$ cat src/rtl/debug_burst_pkg.sv
// debug_burst_pkg: FSM encoding, debug register map and STATUS bit layout shared by debug_burst_regs.
package debug_burst_pkg;

    typedef enum logic [1:0] {S_IDLE, S_RD_BURST, S_WR_BURST, S_SINGLE} state_e;

    localparam logic [7:0] A_ADDR_LO = 8'h10;
    localparam logic [7:0] A_ADDR_HI = 8'h11;
    localparam logic [7:0] A_CE_CTRL = 8'h12;
    localparam logic [7:0] A_LEN     = 8'h13;
    localparam logic [7:0] A_CTRL    = 8'h14;
    localparam logic [7:0] A_BUF     = 8'h20;
    localparam logic [7:0] A_SINGLE  = 8'h21;

    localparam int CTRL_RD  = 0;
    localparam int CTRL_WR  = 1;
    localparam int CTRL_CLR = 2;

    localparam int ST_OVF   = 15;
    localparam int ST_UNF   = 14;
    localparam int ST_START = 13;
    localparam int ST_BUSY  = 12;

endpackage

$ cat src/rtl/debug_word_buf.sv
// debug_word_buf: 2**AW x 16-bit two-pointer FIFO with first-word-fall-through head output.
module debug_word_buf #(
    parameter int AW = 3
) (
    input  logic          clk,
    input  logic          rst,
    input  logic          push_i,
    input  logic          pop_i,
    input  logic [15:0]   data_i,
    output logic [15:0]   data_o,
    output logic          full_o,
    output logic          empty_o,
    output logic [AW:0]   count_o
);

    localparam int DEPTH = 2**AW;
    localparam int CW    = AW + 1;

    logic [15:0]   mem_q [DEPTH];
    logic [AW-1:0] wr_ptr_q, rd_ptr_q;
    logic [AW:0]   count_q;
    logic          do_push, do_pop;

    assign full_o  = count_q == CW'(DEPTH);
    assign empty_o = count_q == '0;
    assign count_o = count_q;
    assign data_o  = mem_q[rd_ptr_q];
    assign do_push = push_i && !full_o;
    assign do_pop  = pop_i && !empty_o;

    always_ff @(posedge clk) begin
        if (do_push) mem_q[wr_ptr_q] <= data_i;
    end

    always_ff @(posedge clk) begin
        if (rst) begin
            wr_ptr_q <= '0;
            rd_ptr_q <= '0;
            count_q  <= '0;
        end else begin
            if (do_push) wr_ptr_q <= wr_ptr_q + AW'(1);
            if (do_pop) rd_ptr_q <= rd_ptr_q + AW'(1);
            count_q <= count_q + CW'(do_push) - CW'(do_pop);
        end
    end

endmodule

$ cat src/rtl/debug_burst_regs.sv
// debug_burst_regs: debug register file bridging the debug ctrl bus to the QSPI arbiter debug port,
// with buffered multi-word bursts, blocking single-word access and sticky error flags.
module debug_burst_regs
    import debug_burst_pkg::*;
#(
    parameter int CHIP_SELECTS = 2,
    parameter int ADDR_W       = 24,
    parameter int BUF_AW       = 3
) (
    input  logic                    clk,
    input  logic                    rst,
    input  logic [7:0]              dbg_a,
    input  logic [15:0]             dbg_di,
    output logic [15:0]             dbg_do,
    input  logic                    dbg_we,
    input  logic                    dbg_rd,
    output logic                    dbg_ready,
    output logic [ADDR_W-1:0]       debug_addr,
    input  logic [15:0]             debug_rdata,
    output logic [15:0]             debug_wdata,
    output logic [1:0]              debug_wstrb,
    output logic                    debug_valid,
    input  logic                    debug_ready,
    input  logic                    debug_xfer_done,
    output logic [3:0]              debug_xfer_len,
    output logic [CHIP_SELECTS-1:0] debug_ce_ctrl,
    output logic                    busy
);

    localparam int         BUF_DEPTH = 2**BUF_AW;
    localparam logic [3:0] LEN_MAX   = 4'(BUF_DEPTH - 1);

    state_e                  state_q, state_d;
    logic [ADDR_W-1:0]       addr_q, addr_d, burst_step;
    logic [CHIP_SELECTS-1:0] ce_q, ce_d;
    logic [3:0]              len_q, len_d;
    logic                    ovf_q, ovf_d, unf_q, unf_d, start_q, start_d;
    logic                    we_q, rd_q, we_f, rd_f, idle;
    logic                    buf_push, buf_pop, buf_full, buf_empty;
    logic [15:0]             buf_wdata, buf_rdata;
    logic [BUF_AW:0]         count;
    logic [31:0]             addr_ext;

    debug_word_buf #(.AW(BUF_AW)) u_buf (
        .clk     (clk),
        .rst     (rst),
        .push_i  (buf_push),
        .pop_i   (buf_pop),
        .data_i  (buf_wdata),
        .data_o  (buf_rdata),
        .full_o  (buf_full),
        .empty_o (buf_empty),
        .count_o (count)
    );

    assign idle          = state_q == S_IDLE;
    assign busy          = !idle;
    assign we_f          = dbg_we && !we_q;
    assign rd_f          = dbg_rd && !rd_q;
    assign addr_ext      = 32'(addr_q);
    assign burst_step    = ADDR_W'({len_q, 1'b0}) + ADDR_W'(2);
    assign debug_addr    = addr_q;
    assign debug_ce_ctrl = ce_q;

    always_comb begin
        state_d        = state_q;
        addr_d         = addr_q;
        ce_d           = ce_q;
        len_d          = len_q;
        ovf_d          = ovf_q;
        unf_d          = unf_q;
        start_d        = start_q;
        buf_push       = 1'b0;
        buf_pop        = 1'b0;
        buf_wdata      = dbg_di;
        dbg_ready      = dbg_we || dbg_rd;
        dbg_do         = '0;
        debug_valid    = 1'b0;
        debug_wdata    = '0;
        debug_wstrb    = 2'b00;
        debug_xfer_len = '0;
        if (we_f) begin
            case (dbg_a)
                A_ADDR_LO: if (idle) addr_d[15:0] = dbg_di;
                A_ADDR_HI: if (idle) addr_d = ADDR_W'({dbg_di, addr_q[15:0]});
                A_CE_CTRL: if (idle) ce_d = dbg_di[CHIP_SELECTS-1:0];
                A_LEN:     if (idle) len_d = (dbg_di[3:0] > LEN_MAX) ? LEN_MAX : dbg_di[3:0];
                A_CTRL: begin
                    if (dbg_di[CTRL_CLR]) {ovf_d, unf_d, start_d} = 3'b000;
                    if (dbg_di[CTRL_RD] && dbg_di[CTRL_WR]) start_d = 1'b1;
                    else if (dbg_di[CTRL_RD]) begin
                        if (idle && count == '0) state_d = S_RD_BURST;
                        else start_d = 1'b1;
                    end else if (dbg_di[CTRL_WR]) begin
                        if (idle && 5'(count) >= 5'(len_q) + 5'd1) state_d = S_WR_BURST;
                        else start_d = 1'b1;
                    end
                end
                A_BUF: begin
                    buf_push = idle && !buf_full;
                    ovf_d    = ovf_q || !(idle && !buf_full);
                end
                default: ;
            endcase
        end
        if (rd_f && dbg_a == A_BUF) begin
            buf_pop = idle && !buf_empty;
            unf_d   = unf_q || !(idle && !buf_empty);
        end
        if (dbg_rd) begin
            case (dbg_a)
                A_ADDR_LO: dbg_do = addr_ext[15:0];
                A_ADDR_HI: dbg_do = addr_ext[31:16];
                A_CE_CTRL: dbg_do = 16'(ce_q);
                A_LEN:     dbg_do = {12'b0, len_q};
                A_CTRL:    dbg_do = {ovf_q, unf_q, start_q, busy, 7'b0, 5'(count)};
                A_BUF:     dbg_do = (idle && !buf_empty) ? buf_rdata : 16'h0000;
                default:   dbg_do = '0;
            endcase
        end
        // A fresh 0x21 strobe in IDLE blocks the master until the arbiter completes the word
        if (idle && (we_f || rd_f) && dbg_a == A_SINGLE) begin
            state_d   = S_SINGLE;
            dbg_ready = 1'b0;
        end
        case (state_q)
            S_IDLE: ;
            S_RD_BURST: begin
                debug_valid    = 1'b1;
                debug_xfer_len = len_q;
                buf_wdata      = debug_rdata;
                buf_push       = debug_ready;
                if (debug_xfer_done) begin
                    state_d = S_IDLE;
                    addr_d  = addr_q + burst_step;
                end
            end
            S_WR_BURST: begin
                debug_valid    = 1'b1;
                debug_xfer_len = len_q;
                debug_wdata    = buf_rdata;
                debug_wstrb    = 2'b11;
                buf_pop        = debug_ready;
                if (debug_xfer_done) begin
                    state_d = S_IDLE;
                    addr_d  = addr_q + burst_step;
                end
            end
            S_SINGLE: begin
                debug_valid = (dbg_we || dbg_rd) && !debug_ready;
                debug_wdata = dbg_di;
                debug_wstrb = dbg_we ? 2'b11 : 2'b00;
                dbg_ready   = debug_ready;
                dbg_do      = dbg_rd ? debug_rdata : 16'h0000;
                if (debug_ready) begin
                    state_d = S_IDLE;
                    addr_d  = addr_q + ADDR_W'(2);
                end
            end
            default: state_d = S_IDLE;
        endcase
    end

    always_ff @(posedge clk) begin
        if (rst) begin
            state_q <= S_IDLE;
            addr_q  <= '0;
            ce_q    <= CHIP_SELECTS'(1);
            len_q   <= '0;
            ovf_q   <= 1'b0;
            unf_q   <= 1'b0;
            start_q <= 1'b0;
            we_q    <= 1'b0;
            rd_q    <= 1'b0;
        end else begin
            state_q <= state_d;
            addr_q  <= addr_d;
            ce_q    <= ce_d;
            len_q   <= len_d;
            ovf_q   <= ovf_d;
            unf_q   <= unf_d;
            start_q <= start_d;
            we_q    <= dbg_we;
            rd_q    <= dbg_rd;
        end
    end

endmodule

$ cat config.mk
export PLATFORM = sky130hd
export DESIGN_NAME = debug_burst_regs
export DESIGN_NICKNAME = d
export VERILOG_FILES = /design/src/rtl/debug_burst_pkg.sv /design/src/rtl/debug_word_buf.sv /design/src/rtl/debug_burst_regs.sv
export SDC_FILE = /design/constraint.sdc
export NUM_CORES = 1
export LEC_CHECK = 0
export BUFFER_PORTS_ARGS = -buffer_cell sky130_fd_sc_hd__buf_4
export CAP_MARGIN = 20
export CELL_PAD_IN_SITES_DETAIL_PLACEMENT = 0
export CELL_PAD_IN_SITES_GLOBAL_PLACEMENT = 1
export CORE_MARGIN = 4
export CORE_UTILIZATION = 51
export DETAILED_ROUTE_END_ITERATION = 10
export MAX_ROUTING_LAYER = met4
export PLACE_DENSITY = 0.86
export SLEW_MARGIN = 5
export SYNTH_ARGS = -nofsm -noshare
export SYNTH_HDL_FRONTEND = slang
export SYNTH_SLANG_ARGS = --single-unit
$ cat constraint.sdc
create_clock -name clk -period 8.5 [get_ports clk]
set_input_delay 0.85 -clock clk [delete_from_list [all_inputs] [get_ports clk]]
set_output_delay 0.85 -clock clk [all_outputs]
set_load 0.01 [all_outputs]
# == After elaboration in Yosys (flattened, before gate mapping) ==
# Memories as Yosys holds them, arrays and structs flattened. A register that Yosys moved wholly into a read port is not among the register bits.
# Cells that the tools add are included.
# totals
register_bits,47
latchBits,0
mem_bits_rw,128
rom_bits,0
wordCells,125
mem_count,1
# memory_table
name,depth,word_bits,rd,rd_clocked_by_memory_dff,wr,line_no,text
u_buf.mem_q,8,16,1,1,1,debug_word_buf.sv:19,logic [15:0] mem_q [DEPTH];
# op_classes
add_sub_neg,8
mul,0
div,0
magnitude_cmp,2
eq_ne,12
shifts,0
n_mux,53
bitwise_logic,0
reduce_logical,37
# ops
cell,count
$mux W16,6
$mux W24,4
$pmux W16 S6,1
$pmux W16 S2,2
$pmux W24 S2,1
$eq A8 B5 Y1 const B,5
$add A24 B2 Y24 const B,1
$add A24 B6 Y24,1
$mux W2,11
$mux W1,19
$eq A8 B6 Y1 const B,2
$logic_and A1 B1 Y1,13
$reduce_and A3 Y1,4
$logic_not A1 Y1,8
$mux W4,2
$mux W8,1
$pmux W2 S2,2
$reduce_bool A2 Y1,4
$add A3 B1 Y3 const B,2
$add A5 B2 Y6 const B,1
$mux W3,2
$add A4 B1 Y5 const B,1
$ge A4 B5 Y1,1
$add A4 B1 Y4,1
12 further kinds,17

# == Depth between registers and ports, before layout ==
# Gate-level depths: netlist (run 1).
# logic_depth
depth_word,12
ltp_mapped,13

# == By module ==
# From an unflattened synthesis (run 1), not the netlist that was laid out.
# unflattened
hier_cells,761
area_unflattened_um2,9406.5
# modules_own_cells
module,n_inst,cells_each,area_each_um2,seq_area_each_um2
debug_word_buf,1,266,5622.9,4103.9
debug_burst_regs,1,495,3783.6,740.7

# == Worst setup path before layout (run 1) ==
# OpenSTA, ideal clock, no wires.
# synth_path
path_type,input to register
start,input port dbg_a[3]
end,"memory u_buf.mem_q[0][0], enable pin"
setup_ps,436
arrival_ps,3839
path_slack_ps,4225
path_stages,6
n_path_buf,2
path_cell_list,or3_1 buf_6 o41ai_1 and2_1 buf_4 nor4b_1
# synth_between
elab_chain_len,7
# synth_rtl
element,line_no,text
start: declaration,debug_burst_regs.sv:12,"input logic [7:0] dbg_a,"
$eq A8 B6 Y1,debug_burst_regs.sv:83,case (dbg_a)
$mux W1,debug_burst_regs.sv:83,
$mux W1,debug_burst_regs.sv:82,if (we_f) begin
$mux W1,debug_burst_regs.sv:126,case (state_q)
$logic_and A1 B1 Y1,debug_word_buf.sv:28,assign do_push = push_i && !full_o;
via u_buf.do_push,debug_word_buf.sv:22,"logic do_push, do_pop;"
$mux W1,debug_word_buf.sv:32,if (do_push) mem_q[wr_ptr_q] <= data_i;
$mux W1 (implied by the code),debug_word_buf.sv:32,
end: declaration,debug_word_buf.sv:19,
# The timed path passes the listed nets, and every way through them passes these cells.

# == Worst setup path after layout (run 1) ==
# layout_path
start,input port dbg_a[3]
end,output port dbg_do[6]
# layout_between
elab_chain_len,4
word_cells_on_any_way,9
# layout_rtl
element,line_no,text
$eq A8 B6 Y1 / $eq A8 B5 Y1 (equally long branches),debug_burst_regs.sv:111,case (dbg_a)
$pmux W16 S6 (*),debug_burst_regs.sv:111,
$mux W16 (*),debug_burst_regs.sv:110,if (dbg_rd) begin
$mux W16 (*),debug_burst_regs.sv:126,
end: declaration,debug_burst_regs.sv:14,"output logic [15:0] dbg_do,"
# Mark *: on every way between the ends. The rest lies on a longest branch, timed or not.

==> out/results.txt, run 1 <==
most frequent cells in the layout -> edfxtp_1, buf_4, nor2_1, nand2_1, dfxtp_1
H-tree depth -> 4
Cell Area, Synth -> 9393 um2
Post-Route Skew -> 0.01196 ns
Core Box Area -> 18020 um2
cts bufs inserted -> 17
PostCTS Resize Cnt -> 0
Fillers -> 1438
Final Hold Vio Count -> 0
Initial DRC Count -> 681
hold_buf cts -> 0
fmax -> 229.6 MHz
Synth Instances -> 793
area occupied by multi-input gates -> 4258 um2
Pre-antenna DRT Iters -> 5
crit share post-route -> 0.5125
Power Internal -> 1443 uW
Leak -> 0.003966 uW
distinct cell type count after synthesis -> 71
syn nets -> 868
worst slew pin tran -> 0.9746 ns
drc violations -> 0
sw frac -> 0.2473
flop-to-flop setup slack -> 4.77 ns
RePlAce Congestion -> 0.9520
CTS tree -> yes
dpl cell area -> 10450 um2
Via density -> 6.559
cell row count -> 49
clock sink total -> 178
Root Driver -> clkbuf_16
first-pass GRT wire length -> 44740 um
RR Startpoint -> state_q[1]
n_diodes -> 0
Final setup viols -> 0
HP Start -> ovf_q
aggregate global routing overflow -> 0
Peak VDD IR -> 0.0001778 V
RSZ-0062 raised after global routing -> no
Post-CTS Repair Setup Buffers -> 0
fin util -> 0.6165
nets@finish -> 963
sequential share of power -> 0.497
result of the run -> completed
Max FO, Critical Path -> 12
vias in the first global route -> 7291
Synth async-reset ratio -> 0
Die Width -> 143.7 um
post-route ant nets -> 0
crit end category -> output port
CP max stage cell -> nor2_1
slowest stage delay, CP -> 0.74 ns
wire per inst -> 26.48 um
# IOs -> 113
startpoint types -> input pin
# port buffers -> 112
crit-path cells -> buf_4 -> or3_1 -> or3_1 -> nor2_1 -> a221oi_1 -> nor2_1 -> buf_4
largest net degree at the start of global routing -> 35
Post-synth EDFFs -> 128
Ys Warns -> 0
Seq/Total Area, Yosys -> 0.5158
clock tree buffer depth -> 2
NetSw -> 474.1 uW
max-cap viol count -> 0
die area -> 20650 um2
dpl hpwl -> 20940 um
via count -> 7412
Total Routed Length -> 29920 um
family with the most delay on the worst path -> simple AND/OR/NAND/NOR gates
fin. max-slew vios -> 0
most common cell after layout, fill and taps aside -> edfxtp_1
hold_ws -> 0.4971 ns
Starting Density -> 0.5211
area growth from synthesis to layout -> 18.32%
Min-Delay Endpoint -> ovf_q
Rel. slew slack -> 0.3494
CTS clk-pin slew, worst paths -> 0.08 ns
gr usage total -> 0.3007
R2R Path End -> u_buf.mem_q[0][1]
Post-Route Setup TNS -> 0 ns
Design Area, Final -> 11110 um2
Data required, critical path -> 7.65 ns
worst hold path depth -> 1
Tot Pwr -> 1917 uW
pwr dens -> 172.5 nW/um2
Comb pwr share -> 0.057
main flop type after synthesis -> edfxtp_1
layout cells sized above 1 -> 0.2786
Reg area -> 4846 um2
clk_lat worst skew -> 0.43 ns
Crit Path Class -> input pin to output port
post-route minimum period -> 4.356 ns
register bit total from synthesis -> 178
syn_area_per_cell -> 11.84 um2
WP data arrival -> 3.51 ns
Buf+Inv Stages, Crit Path -> 2
initial antenna violation count -> 0
clock power share -> 0.447
Worst Hold Class -> flop to flop
FF-to-FF path depth -> 7
Die Y -> 143.7 um
[worst max path at each step]
stage                   from                end  slack (ns)  depth (start not counted)
detailed placement  dbg_a[3]          dbg_do[7]        4.17                          7
finish              dbg_a[3]          dbg_do[6]        4.14                          7
global placement    dbg_a[3]          dbg_do[6]        4.24                          7
global route        dbg_a[3]          dbg_do[6]        4.02                          7
CTS                 dbg_a[3]          dbg_do[7]        4.18                          7
floorplan           dbg_a[3]  u_buf.mem_q[0][0]        4.22                          6
[worst register-to-register path, delay by kind of cell (launching register included)]
family | cells | cell delay (ns)
adder cells (fa/ha/maj) | 1 | 0.53
buffers and inverters | 2 | 0.47
flip-flops | 1 | 0.36
AO/OA/AOI/OAI | 1 | 0.42
AND/OR/NAND/NOR | 3 | 1.64
[per-layer routing]
metal,GRT usage,share of wire,routed length [um]
met1,0.3803,0.40,11960
met5,-,0,0
met2,0.5028,0.51,15290
met3,0.04692,0.064,1930
met4,0.09217,0.025,751
[state kept, by name, summed over array words and instances, names as in the netlist, named ones only]
signal	flops
u_buf.wr_ptr_q	3
debug_addr	24
rd_q	1
unf_q	1
start_q	1
u_buf.count_o	4
ovf_q	1
we_q	1
len_q	4
u_buf.mem_q	128
debug_ce_ctrl	2
state_q	2
u_buf.rd_ptr_q	3
[stage by stage]
stage	setup WS, ns	instances
3_5_place_dp	4.173	1097
6_report	4.144	1130
5_1_grt	4.015	1130
3_3_place_gp	4.235	1096
2_1_floorplan	4.225	793
4_1_cts	4.176	1129
[synth_stat cells, types with 4 or more instances]
master | number | share of area
o31ai_1 | 7 | 0.0056
a21o_1 | 4 | 0.0032
ha_1 | 27 | 0.036
o22a_1 | 4 | 0.0037
mux2_2 | 41 | 0.049
a32oi_1 | 4 | 0.0037
buf_1 | 5 | 0.0020
nand3_1 | 25 | 0.013
or4_1 | 4 | 0.0032
xnor2_1 | 5 | 0.0047
nand2_1 | 53 | 0.021
mux2i_1 | 13 | 0.014
nor2b_1 | 7 | 0.0047
a221oi_1 | 15 | 0.014
a21oi_1 | 33 | 0.018
o21ai_0 | 42 | 0.022
and2_1 | 12 | 0.0080
dfxtp_1 | 50 | 0.11
a22o_1 | 14 | 0.013
nand4_1 | 5 | 0.0033
a31oi_1 | 11 | 0.0073
xor2_1 | 6 | 0.0056
a22oi_1 | 9 | 0.0072
nor3b_1 | 5 | 0.0040
mux4_2 | 32 | 0.077
and3_1 | 7 | 0.0047
nand2b_1 | 5 | 0.0033
o211ai_1 | 6 | 0.0048
nor2_1 | 58 | 0.023
nor3_1 | 16 | 0.0085
a211oi_1 | 5 | 0.0040
o221ai_1 | 5 | 0.0047
inv_1 | 27 | 0.011
edfxtp_1 | 128 | 0.41
o22ai_1 | 10 | 0.0067
clkbuf_1 | 32 | 0.013
buf_2 | 11 | 0.0059
[power groups by stage]
| stage | clock network [uW] | logic (uW) | registers (uW) |
|---|---|---|---|
| finish | 856 | 108 | 952 |
| global route | 904 | 115 | 953 |
| CTS | 859 | 107 | 952 |
| detailed placement | 0 | 106 | 972 |
| global placement | 0 | 105 | 971 |
| floorplan | 0 | 48.6 | 968 |
[layout make-up]
type | count | area share
clock buffer | 17 | 0.03828
clock inverter | 15 | 0.02027
sequential | 178 | 0.4360
inverter | 27 | 0.009120
timing repair buffer | 127 | 0.08737
multi-input combinational | 537 | 0.3831
tap | 229 | 0.02578
[logic make-up after synthesis]
logic type / after synthesis / synth area share
AO/OA/AOI/OAI: 187 / 0.1352
XOR/XNOR: 11 / 0.01026
adder cells (fa/ha/maj): 29 / 0.04023
buffers and inverters: 78 / 0.03423
flip-flops: 178 / 0.5158
multiplexers: 86 / 0.1397
AND/OR/NAND/NOR: 224 / 0.1246
Power figures use the tool's default switching activity.
==> run 2: changes to the inputs <==
--- a/config.mk
+++ b/config.mk
@@ -10,10 +10,10 @@
 export CELL_PAD_IN_SITES_DETAIL_PLACEMENT = 0
 export CELL_PAD_IN_SITES_GLOBAL_PLACEMENT = 1
 export CORE_MARGIN = 4
-export CORE_UTILIZATION = 51
+export CORE_UTILIZATION = 43
 export DETAILED_ROUTE_END_ITERATION = 10
 export MAX_ROUTING_LAYER = met4
-export PLACE_DENSITY = 0.86
+export PLACE_DENSITY = 0.77
 export SLEW_MARGIN = 5
 export SYNTH_ARGS = -nofsm -noshare
 export SYNTH_HDL_FRONTEND = slang
==> constraint.sdc (replaced) <==
create_clock -name clk -period 3.86 [get_ports clk]
set_input_delay 0.386 -clock clk [delete_from_list [all_inputs] [get_ports clk]]
set_output_delay 0.386 -clock clk [all_outputs]
set_load 0.01 [all_outputs]
==> out/results.txt, run 2 (synthesized netlist as in run 1, its figures left out) <==
crit-path cells -> mux4_2 -> mux2_2 -> a221oi_1 -> nor2_1 -> buf_4
RePlAce Congestion -> 0.9535 (+0.16%)
hold_ws -> 0.1897 ns (-0.3074 ns)
Pre-antenna DRT Iters -> 5 (unchanged)
Die Width -> 155.8 um (+8.4%)
Starting Density -> 0.4426 (-0.07847)
RR Startpoint -> state_q[0]
gr usage total -> 0.2405 (-0.06021)
hold_buf cts -> 0 (unchanged)
post-route minimum period -> 3.234 ns
Power Internal -> 3069 uW (+110%)
Worst Hold Class -> input pin to flop
clock tree buffer depth -> 2 (unchanged)
vias in the first global route -> 7132 (-2.2%)
RSZ-0062 raised after global routing -> no
cell row count -> 53 (+8.2%)
NetSw -> 1087 uW (+130%)
clock power share -> 0.439 (-0.008)
post-route ant nets -> 0 (unchanged)
Post-Route Skew -> 0.01091 ns (-0.001047 ns)
Leak -> 0.003996 uW (+0.75%)
Peak VDD IR -> 0.0004150 V (+130%)
pwr dens -> 370.0 nW/um2 (+110%)
Final setup viols -> 0 (unchanged)
Root Driver -> clkbuf_16
max reg flops -> 128 (unchanged)
Fillers -> 1846 (+28%)
H-tree depth -> 4 (unchanged)
Die Y -> 155.8 um (+8.4%)
Crit Path Class -> flop to output port
Buf+Inv Stages, Crit Path -> 1 (-1)
crit share post-route -> 0.8378
nets@finish -> 973 (+1.0%)
Max FO, Critical Path -> 18 (+6)
HP Start -> dbg_di[14]
fmax -> 309.2 MHz
drc violations -> 0 (unchanged)
startpoint types -> flop
clock sink total -> 178 (unchanged)
family with the most delay on the worst path -> multiplexers
area growth from synthesis to layout -> 19.60%
wire per inst -> 23.91 um (-9.7%)
Post-Route Setup TNS -> 0 ns (unchanged)
Via density -> 6.073 (-7.4%)
layout cells sized above 1 -> 0.2887 (+0.01011)
most frequent cells in the layout -> buf_4, edfxtp_1, nor2_1, nand2_1, dfxtp_1
Total Routed Length -> 28350 um (-5.3%)
largest register by flop count -> u_buf.mem_q
CTS clk-pin slew, worst paths -> 0.08 ns (about the same)
PostCTS Resize Cnt -> 0 (unchanged)
crit end category -> output port
Min-Delay Endpoint -> debug_addr[14]
Post-CTS Repair Setup Buffers -> 0 (unchanged)
sw frac -> 0.2616 (+0.01431)
cts bufs inserted -> 17 (unchanged)
max-cap viol count -> 0 (unchanged)
Rel. slew slack -> 0.4144 (+0.06497)
worst slew pin tran -> 0.8693 ns (-0.1053 ns)
CTS tree -> yes
n_diodes -> 0 (unchanged)
worst hold path depth -> 3 (+2)
Data required, critical path -> 3.47 ns (-4.18 ns)
Initial DRC Count -> 702 (+3.1%)
slowest stage delay, CP -> 0.75 ns (about the same)
CP max stage cell -> dfxtp_2
R2R Path End -> u_buf.mem_q[6][7]
Final Hold Vio Count -> 0 (unchanged)
Tot Pwr -> 4156 uW (+120%)
clk_lat worst skew -> 0.44 ns (about the same)
result of the run -> completed
Core Box Area -> 21220 um2 (+18%)
fin. max-slew vios -> 0 (unchanged)
initial antenna violation count -> 0 (unchanged)
FF-to-FF path depth -> 8 (+1)
die area -> 24270 um2 (+18%)
first-pass GRT wire length -> 43230 um (-3.4%)
dpl hpwl -> 20920 um (about the same)
flop-to-flop setup slack -> 0.68 ns (-4.09 ns)
sequential share of power -> 0.504 (+0.007)
most common cell after layout, fill and taps aside -> buf_4
aggregate global routing overflow -> 0 (unchanged)
via count -> 7203 (-2.8%)
Comb pwr share -> 0.057 (about the same)
WP data arrival -> 2.85 ns (-0.66 ns)
# IOs -> 113 (unchanged)
largest net degree at the start of global routing -> 35 (unchanged)
# port buffers -> 112 (unchanged)
run 2: power by group through the flow:
| stage | clock [uW] | sequential, uW | combinational [uW] |
|---|---|---|---|
| 5_1_grt | 1930 | 2100 | 256 |
| 6_report | 1820 | 2090 | 237 |
| 3_5_place_dp | 0 | 2140 | 234 |
| 4_1_cts | 1850 | 2090 | 236 |
| 2_1_floorplan | 0 | 2130 | 107 |
| 3_3_place_gp | 0 | 2140 | 233 |
run 2: worst max-delay path by stage:
stage | end | from | slack [ns] | depth (start not counted)
after CTS | dbg_do[6] | flop | 0.58 | 5
after global routing | u_buf.mem_q[6][7] | state_q[1] | 0.41 | 8
after floorplan | u_buf.mem_q[6][0] | state_q[0] | 0.33 | 9
after detailed placement | u_buf.count_o[2] | state_q[0] | 0.79 | 12
final | dbg_do[6] | flop | 0.63 | 5
after global placement | u_buf.count_o[2] | state_q[0] | 0.83 | 12
run 2: metal layers:
layer,global-route usage,vias to the layer above,wire length (um)
met4,0.08462,0,852
met1,0.3150,3563,12050
met3,0.03800,56,1616
met2,0.3827,283,13840
li1,-,3301,-
met5,-,-,0
run 2: layout make-up:
type,instances,area (um2),share of cell area
clock inverters,15,216.5,0.01927
multi-input cells,537,4272,0.3803
repair buffers,137,1028,0.09156
inverters,27,101.3,0.009022
clock buffers,17,425.4,0.03787
flip-flops and latches,178,4846,0.4314
well taps,275,344.1,0.03063
run 2: through the flow:
stage | worst slack [ns] | util | area, um2 | instances
floorplan | 0.3349 | - | 9399 | 793
global placement | 0.8349 | 0.4991 | 10590 | 1154
detailed placement | 0.7946 | 0.4991 | 10590 | 1154
CTS | 0.5761 | 0.5294 | 11230 | 1186
global route | 0.4141 | 0.5294 | 11230 | 1186
finish | 0.6260 | 0.5294 | 11230 | 1186
run 2: worst reg2reg max path, stage by stage (launching register included):
cell and delay [ns]:
dfxtp_1 0.35, inv_1 0.12, ha_1 0.33, or4bb_1 0.52, o41ai_1 0.38, and2_1 0.39, nand2_1 0.22, nor3b_2 0.25
buf_4 0.30
